## config.mk

```make
export PLATFORM = sky130hd
export DESIGN_NAME = mem_port_arbiter
export DESIGN_NICKNAME = d
export VERILOG_FILES = /design/src/rtl/mem_arb_pkg.sv /design/src/rtl/mem_arb_prio.sv /design/src/rtl/mem_port_arbiter.sv
export SDC_FILE = /design/constraint.sdc
export NUM_CORES = 1
export LEC_CHECK = 0
export ABC_AREA = 1
export CAP_MARGIN = 25
export CORE_MARGIN = 4
export CORE_UTILIZATION = 45
export CTS_BUF_LIST = sky130_fd_sc_hd__clkbuf_8
export DETAILED_ROUTE_END_ITERATION = 10
export GPL_ROUTABILITY_DRIVEN = 0
export PLACE_DENSITY = 0.86
export SLEW_MARGIN = 20
export SYNTH_ARGS = -nofsm -noshare
export SYNTH_HDL_FRONTEND = slang
export SYNTH_SLANG_ARGS = --single-unit
```

## constraint.sdc

```tcl
create_clock -name clk -period 2.8 [get_ports clk]
set_clock_uncertainty 0.15 [all_clocks]
set_input_delay 0.84 -clock clk [delete_from_list [all_inputs] [get_ports clk]]
set_output_delay 0.84 -clock clk [all_outputs]
set_load 0.02 [all_outputs]
```

## src/rtl/mem_arb_pkg.sv

```systemverilog
// Shared definitions for the two-port memory arbiter: state encoding,
// owner constants and default widths.
package mem_arb_pkg;

  localparam int ADDR_WIDTH_DEF  = 5;
  localparam int DATA_WIDTH_DEF  = 8;
  localparam int MEM_LATENCY_DEF = 2;
  localparam int MAX_WAIT_DEF    = 3;
  // Wide enough for the 1..15 range of both MEM_LATENCY and MAX_WAIT.
  localparam int CNT_WIDTH       = 4;

  typedef enum logic [1:0] {
    IDLE   = 2'd0,
    ACCESS = 2'd1,
    DONE   = 2'd2
  } arb_state_t;

  localparam logic OWN_CPU = 1'b0;
  localparam logic OWN_DBG = 1'b1;

endpackage

```

## src/rtl/mem_arb_prio.sv

```systemverilog
// Winner selection between CPU and debug requests, with a saturating count of
// CPU grants taken while debug was waiting.
module mem_arb_prio
  import mem_arb_pkg::*;
#(
  parameter int MAX_WAIT = MAX_WAIT_DEF
) (
  input  logic clk,
  input  logic n_rst,
  input  logic cpu_req,
  input  logic dbg_req,
  input  logic grant_strobe,
  input  logic idle,
  output logic grant_valid,
  output logic grant_dbg
);

  localparam logic [CNT_WIDTH-1:0] WAIT_MAX = CNT_WIDTH'(MAX_WAIT);

  logic [CNT_WIDTH-1:0] wait_cnt_reg;
  logic [CNT_WIDTH-1:0] wait_cnt_next;

  // CPU has priority unless debug has already been passed over MAX_WAIT times.
  always_comb begin
    grant_valid = cpu_req | dbg_req;
    grant_dbg   = dbg_req & (~cpu_req | (wait_cnt_reg == WAIT_MAX));
  end

  always_comb begin
    wait_cnt_next = wait_cnt_reg;
    if (grant_strobe) begin
      if (grant_dbg || !dbg_req) begin
        wait_cnt_next = '0;
      end else if (wait_cnt_reg != WAIT_MAX) begin
        wait_cnt_next = wait_cnt_reg + 1'b1;
      end
    end else if (idle && !dbg_req) begin
      wait_cnt_next = '0;
    end
  end

  always_ff @(posedge clk or negedge n_rst) begin
    if (!n_rst) begin
      wait_cnt_reg <= '0;
    end else begin
      wait_cnt_reg <= wait_cnt_next;
    end
  end

endmodule

```

## src/rtl/mem_port_arbiter.sv

```systemverilog
// Serialises CPU and debug accesses onto a single-port memory with a fixed
// multi-cycle access time; acks pulse one cycle after the access ends.
module mem_port_arbiter
  import mem_arb_pkg::*;
#(
  parameter int ADDR_WIDTH  = ADDR_WIDTH_DEF,
  parameter int DATA_WIDTH  = DATA_WIDTH_DEF,
  parameter int MEM_LATENCY = MEM_LATENCY_DEF,
  parameter int MAX_WAIT    = MAX_WAIT_DEF
) (
  input  logic                  clk,
  input  logic                  n_rst,
  input  logic                  cpu_req,
  input  logic                  cpu_wr,
  input  logic [ADDR_WIDTH-1:0] cpu_addr,
  input  logic [DATA_WIDTH-1:0] cpu_wdata,
  output logic                  cpu_ack,
  output logic [DATA_WIDTH-1:0] cpu_rdata,
  input  logic                  dbg_req,
  input  logic                  dbg_wr,
  input  logic [ADDR_WIDTH-1:0] dbg_addr,
  input  logic [DATA_WIDTH-1:0] dbg_wdata,
  output logic                  dbg_ack,
  output logic [DATA_WIDTH-1:0] dbg_rdata,
  output logic                  mem_en,
  output logic                  mem_we,
  output logic [ADDR_WIDTH-1:0] mem_addr,
  output logic [DATA_WIDTH-1:0] mem_wdata,
  input  logic [DATA_WIDTH-1:0] mem_rdata,
  output logic                  busy,
  output logic                  owner
);

  localparam logic [CNT_WIDTH-1:0] LAT_INIT = CNT_WIDTH'(MEM_LATENCY - 1);

  arb_state_t           state_reg, state_next;
  logic [CNT_WIDTH-1:0] lat_cnt_reg, lat_cnt_next;
  logic                 mem_en_reg, mem_en_next;
  logic                 mem_we_reg, mem_we_next;
  logic [ADDR_WIDTH-1:0] mem_addr_reg, mem_addr_next;
  logic [DATA_WIDTH-1:0] mem_wdata_reg, mem_wdata_next;
  logic                 owner_reg, owner_next;
  logic                 cpu_ack_reg, cpu_ack_next;
  logic                 dbg_ack_reg, dbg_ack_next;
  logic [DATA_WIDTH-1:0] cpu_rdata_reg, cpu_rdata_next;
  logic [DATA_WIDTH-1:0] dbg_rdata_reg, dbg_rdata_next;
  logic                 busy_reg, busy_next;

  logic idle;
  logic grant_valid;
  logic grant_dbg;
  logic grant_strobe;

  assign idle         = (state_reg == IDLE);
  assign grant_strobe = idle & grant_valid;

  mem_arb_prio #(
    .MAX_WAIT(MAX_WAIT)
  ) u_prio (
    .clk         (clk),
    .n_rst       (n_rst),
    .cpu_req     (cpu_req),
    .dbg_req     (dbg_req),
    .grant_strobe(grant_strobe),
    .idle        (idle),
    .grant_valid (grant_valid),
    .grant_dbg   (grant_dbg)
  );

  always_comb begin
    state_next     = state_reg;
    lat_cnt_next   = lat_cnt_reg;
    mem_en_next    = mem_en_reg;
    mem_we_next    = mem_we_reg;
    mem_addr_next  = mem_addr_reg;
    mem_wdata_next = mem_wdata_reg;
    owner_next     = owner_reg;
    cpu_ack_next   = 1'b0;
    dbg_ack_next   = 1'b0;
    cpu_rdata_next = cpu_rdata_reg;
    dbg_rdata_next = dbg_rdata_reg;

    case (state_reg)
      IDLE: begin
        if (grant_valid) begin
          owner_next     = grant_dbg ? OWN_DBG : OWN_CPU;
          mem_en_next    = 1'b1;
          mem_we_next    = grant_dbg ? dbg_wr : cpu_wr;
          mem_addr_next  = grant_dbg ? dbg_addr : cpu_addr;
          mem_wdata_next = grant_dbg ? dbg_wdata : cpu_wdata;
          lat_cnt_next   = LAT_INIT;
          state_next     = ACCESS;
        end
      end
      ACCESS: begin
        if (lat_cnt_reg == '0) begin
          // Last cycle of the access: mem_rdata is valid now.
          if (!mem_we_reg) begin
            if (owner_reg == OWN_DBG) begin
              dbg_rdata_next = mem_rdata;
            end else begin
              cpu_rdata_next = mem_rdata;
            end
          end
          cpu_ack_next = (owner_reg == OWN_CPU);
          dbg_ack_next = (owner_reg == OWN_DBG);
          mem_en_next  = 1'b0;
          mem_we_next  = 1'b0;
          state_next   = DONE;
        end else begin
          lat_cnt_next = lat_cnt_reg - 1'b1;
        end
      end
      DONE: begin
        state_next = IDLE;
      end
      default: begin
        state_next = IDLE;
      end
    endcase

    busy_next = (state_next != IDLE);
  end

  always_ff @(posedge clk or negedge n_rst) begin
    if (!n_rst) begin
      state_reg     <= IDLE;
      lat_cnt_reg   <= '0;
      mem_en_reg    <= 1'b0;
      mem_we_reg    <= 1'b0;
      mem_addr_reg  <= '0;
      mem_wdata_reg <= '0;
      owner_reg     <= OWN_CPU;
      cpu_ack_reg   <= 1'b0;
      dbg_ack_reg   <= 1'b0;
      cpu_rdata_reg <= '0;
      dbg_rdata_reg <= '0;
      busy_reg      <= 1'b0;
    end else begin
      state_reg     <= state_next;
      lat_cnt_reg   <= lat_cnt_next;
      mem_en_reg    <= mem_en_next;
      mem_we_reg    <= mem_we_next;
      mem_addr_reg  <= mem_addr_next;
      mem_wdata_reg <= mem_wdata_next;
      owner_reg     <= owner_next;
      cpu_ack_reg   <= cpu_ack_next;
      dbg_ack_reg   <= dbg_ack_next;
      cpu_rdata_reg <= cpu_rdata_next;
      dbg_rdata_reg <= dbg_rdata_next;
      busy_reg      <= busy_next;
    end
  end

  assign mem_en    = mem_en_reg;
  assign mem_we    = mem_we_reg;
  assign mem_addr  = mem_addr_reg;
  assign mem_wdata = mem_wdata_reg;
  assign owner     = owner_reg;
  assign cpu_ack   = cpu_ack_reg;
  assign dbg_ack   = dbg_ack_reg;
  assign cpu_rdata = cpu_rdata_reg;
  assign dbg_rdata = dbg_rdata_reg;
  assign busy      = busy_reg;

endmodule

```

# Yosys cells after proc, flatten, opt, wreduce, memory -nomap -nowiden
# Index checks and enable logic that the tools add are counted.
# totals
reg_bits	45
latchBits	0
ram_bits	0
rom_bits	0
input_bits	40
memories	0
# classes
add_sub_neg	2
n_mul	0
div	0
magnitude_cmp	0
n_eq_ne	7
n_shift	0
mux	23
bitwise_logic	7
reduce_logical	14
# op_table
operator	count
4-bit two-way mux	6
1-bit two-way mux	9
8-bit two-way mux	1
4-bit case mux with 2 select lines	1
4-bit AND reduction	2
3-bit AND reduction	2
2-bit nonzero test	3
5-bit two-way mux	1
4-bit by 1-bit adder with 4-bit output (second input constant)	1
4-bit by 2-bit equality test with 1-bit output (second input constant)	1
4-bit zero test	1
2-bit two-way mux	2
2-bit != test (second input constant)	2
4-bit by 2-bit != test with 1-bit output (second input constant)	1
1-bit case mux with 2 select lines	2
2-bit case mux with 2 select lines	1
2-bit AND reduction	2
4-bit by 1-bit subtractor with 4-bit output (second input constant)	1
3-bit by 1-bit != test with 1-bit output (second input constant)	1
1-bit inverter	3
1-bit AND	2
2-bit by 1-bit equality test with 1-bit output (second input constant)	1
2-bit zero test	1
2-bit by 1-bit != test with 1-bit output (second input constant)	1
4 further kinds	5

# Longest topological paths before layout
# logic_depth
word_depth	6
ltp_mapped	8

# Cells and area by module
# A second synthesis with hierarchy kept.
# hier_totals
hier_cells	229
area_unflattened_um2	2006.9
# by_module_without_submodules
module	n_inst	cells_per_inst	area_each_um2	seq_area_each_um2
mem_port_arbiter	1	196	1760.4	1026.0
mem_arb_prio	1	33	246.5	100.1

# Least setup slack after synthesis
# No wires, ideal clock.
# synth_timing
path_type	input -> register
from	input port dbg_req
to	register mem_addr_reg[0], in the netlist mem_addr[0]
setup_ns	0.118
arrival_ns	1.559
slack_ns	0.974
stages	8
n_path_buf	3
cell_sequence	buf_4 nor2_4 nor2_8 inv_2 buf_6 buf_6 nand2_1 nand2_1
# synth_between
elab_chain_cells	2
word_cells_on_any_way	4
classes_between	mux (1); bitwise (2); reduce/logical (1)
# synth_lines
element	line_no	source
from (decl)	mem_port_arbiter.sv:19	input logic dbg_req,
1-bit AND / 1-bit bitwise OR (equally long branches)	mem_arb_prio.sv:26, mem_arb_prio.sv:25	
5-bit two-way mux / 2-bit AND reduction (equally long branches)	-	
to (signal assigned)	mem_port_arbiter.sv:144	mem_addr_reg <= mem_addr_next;
to (decl)	mem_port_arbiter.sv:40	logic [ADDR_WIDTH-1:0] mem_addr_reg, mem_addr_next;
# Several ways; a longest one is shown, not always the timed one.
# A chain may end at the register's enable or synchronous reset.

# Worst setup path in the final report
# layout_timing
from	register owner_reg, in the netlist owner
to	output port owner
# layout_lines
element	line_no	source
from (decl)	mem_port_arbiter.sv:42	logic owner_reg, owner_next;
from (signal assigned)	mem_port_arbiter.sv:146	owner_reg <= owner_next;
to (decl)	mem_port_arbiter.sv:31	output logic owner
# No word-level cell between the ends.

==> reports/metrics.csv <==
stage;metric;value;unit
critical_path;path_max_fanout;5;
logic_synthesis;synth_seq_cells;45;
floorplan;die_x;78.33;um
logic_synthesis;syn_area_per_cell;8.561;um2
clock_network;cts.clk_slew.worst_paths;0.08;ns
logic_synthesis;yosysMostFrequentCell;nand2_1;
floorplan;core;0.004755;mm2
pwr;leakage;1.572;nW
clock_network;post-cts-setup-buffers;0;
clock_network;cts_resized;0;
logic_synthesis;synth_area;0.002226;mm2
grt;grt_pass1_wl;8576;um
layout;fin_area;0.003107;mm2
logic_synthesis;synth_seq_area_share;50.59;%
clock_network;cts_tree;yes;
clock_network;h-tree-depth;2;
logic_synthesis;synth_nets;303;
routing;routed-via-count;1872;
critical_path;crit_arrival;1.42;ns
timing;setup_viol_count_final;0;
critical_path;critPathSlowestCell;clkdlybuf4s50_1;
placed_design;port_buffers;74;
clock_network;holdBufCountCts;0;
grt;antenna_found_initial;0;
floorplan;die_h;78.33;um
critical_path;r2r_start;u_prio.wait_cnt_reg[0]$_DFFE_PN0P_;
floorplan;num_io_pins;75;
layout;layout-drive-gt1-share;13.06;%
critical_path;crit_family;buffers and inverters;
grt;grt-busiest-layer;met2;
grt;grtUsageTotal;17.51;%
layout;stdcell_count;404;
clock_network;clockBufferDepth;2;
job;maxCapViolations;0;
pwr;powerDensity;1043;mW/mm2
logic_synthesis;yosysWarnings;0;
status;run_status;finished, final reports clean;
grt;grt_util_met1;21.41;%
grt;grt_pass1_vias;1901;
placed_design;hpwl;3808;um
timing;setup_slack;0.3935;ns
clock_network;numCtsBuffers;5;
logic_synthesis;synth_edf_count;0;
grt;grt_overflow;0;
critical_path;cp_data_required_time;1.81;ns
logic_synthesis;synth_xor_xnor_area_share;0.3935;%
routing;wirelength;4950;um
logic_synthesis;async_flop_share;100.0;%
timing;min_period_over_period;85.94;%
timing;relSlewSlack;81.65;%
placed_design;dp.cells;397;
critical_path;cp.depth;1;
logic_synthesis;synth_top_area_share;50.59;%
clock_network;root_buffer;clkbuf_8;
logic_synthesis;synthSimpleGateAreaFrac;27.43;%
timing;fmax;415.6;MHz
logic_synthesis;synth_compound_area_share;8.207;%
timing;maxSlewViolCount;0;
critical_path;start_kind;flop;
critical_path;r2r_cells;7;
grt;use_met2;29.54;%
routing;drc;0;
logic_synthesis;synthAdderAreaFrac;1.686;%
timing;rsz0062_at_grt;no;
critical_path;crit_buf_inv;1;
routing;routedWlPerCell;12.25;um
logic_synthesis;muxShareOfSynthArea;0;%
logic_synthesis;synthDistinctLibCells;24;
layout;nets;380;
routing;drt_iter0_drc;105;
logic_synthesis;synth_area_leaders;dfrtp_1, nand2_1, inv_1;
critical_path;setup.worst_path.start;owner$_DFFE_PN0P_;
routing;drt_first_pass_iters;5;
timing;hold_viol_final;0;
critical_path;slowest_delay;0.65;ns
floorplan;fp-row-count;25;
routing;routed_via_density;4.634;
routing;antenna_left;0;
pwr;peakVddDrop;0.4492;mV
timing;fin_crit;2.406;ns
layout;areaGrowthSynthToFinish;39.57;%
critical_path;crit_chain;clkdlybuf4s50_1;
critical_path;path_class;flop to primary output;
critical_path;crit-reg2reg-capture;mem_addr[2]$_DFFE_PN0P_;
floorplan;start_util;46.82;%
logic_synthesis;syn_inst;260;
worst_hold_path;worstHoldPathType;input pin to asynchronous set/reset pin;
clock_network;numClockSinks;45;
floorplan;dieArea;0.006136;mm2
clock_network;clock_latency;0.29;ns
logic_synthesis;yosysTopAreaCell;dfrtp_1;
critical_path;endpoint_kind;primary output;
layout;antennaDiodeCount;0;
timing;worst_pin_slew;0.2743;ns
placed_design;post-place-ws;0.3495;ns
logic_synthesis;yosys-top-cells-count;nand2_1, dfrtp_1, inv_1;
grt;grt_max_degree;20;
logic_synthesis;synth_ff_type;dfrtp_1;
layout;final_core_util;65.34;%
timing;tns;0;ns
logic_synthesis;synth_top_family_by_area;simple AND/OR/NAND/NOR gates;
grt;use_met3;4.931;%
placed_design;dpl_cell_area;0.003003;mm2
critical_path;reg2reg_slack;1.02;ns
-- layer usage --
metal / vias to the layer above / part of all wire (%)
met2: 56 / 49
met3: 8 / 5.9
met4: 0 / 1.7
met5: - / 0
met1: 856 / 43
li1: 952 / -
-- power breakdown --
group	total, mW	internal (mW)	leakage, nW	switching [mW]
Clock	0.468	0.259	0.0540	0.208
Combinational	1.66	0.729	0.972	0.930
Sequential	1.11	0.939	0.545	0.175
Total	3.24	1.93	1.57	1.31
-- worst max path at each step --
stage                                     to  slack [ns]
global route                           owner        0.30
CTS                                    owner        0.39
floorplan            mem_addr[0]$_DFFE_PN0P_        0.97
global placement          mem_we$_DFFE_PN0P_        0.39
detailed placement  mem_wdata[7]$_DFFE_PN0P_        0.35
finish                                 owner        0.39
-- placed cells by master, fill, tap and decap left out, drive strengths merged --
| cell type | instances |
|---|---|
| a21oi | 1 |
| buf | 6 |
| bufinv | 1 |
| clkbuf | 5 |
| clkdlybuf4s50 | 73 |
| clkinv | 1 |
| dfrtp | 45 |
| ha | 3 |
| inv | 48 |
| nand2 | 80 |
| nand3 | 35 |
| nand4 | 2 |
| nor2 | 12 |
| o21ai | 21 |
| o22ai | 2 |
| or2 | 1 |
| xor2 | 1 |
-- final cells by class --
| cell class | count | area [um2] |
|---|---|---|
| Clock inverter | 2 | 35.03 |
| Fill cell | 401 | 1648 |
| Sequential cell | 45 | 1126 |
| Multi-Input combinational cell | 158 | 839.6 |
| Clock buffer | 5 | 68.82 |
| Tap cell | 67 | 83.83 |
| Inverter | 48 | 180.2 |
| Timing Repair Buffer | 79 | 773.2 |
-- cells by family (layout without fill, tap and decap cells) --
family,after synthesis,count (layout)
AO/OA/AOI/OAI,24,24
adder cells (fa/ha/maj),3,3
XOR/XNOR,1,1
AND/OR/NAND/NOR,130,130
flip-flops,45,45
buffers and inverters,57,134
-- through the flow --
step                      hold slack [ns]  power, mW
final                              0.2451      3.240
after global routing               0.2392      3.462
after CTS                          0.2410      3.272
after detailed placement           0.3149      2.792
after global placement             0.3094      2.727
after floorplan                    0.3498      2.093
(Power assumes the default switching activity.)
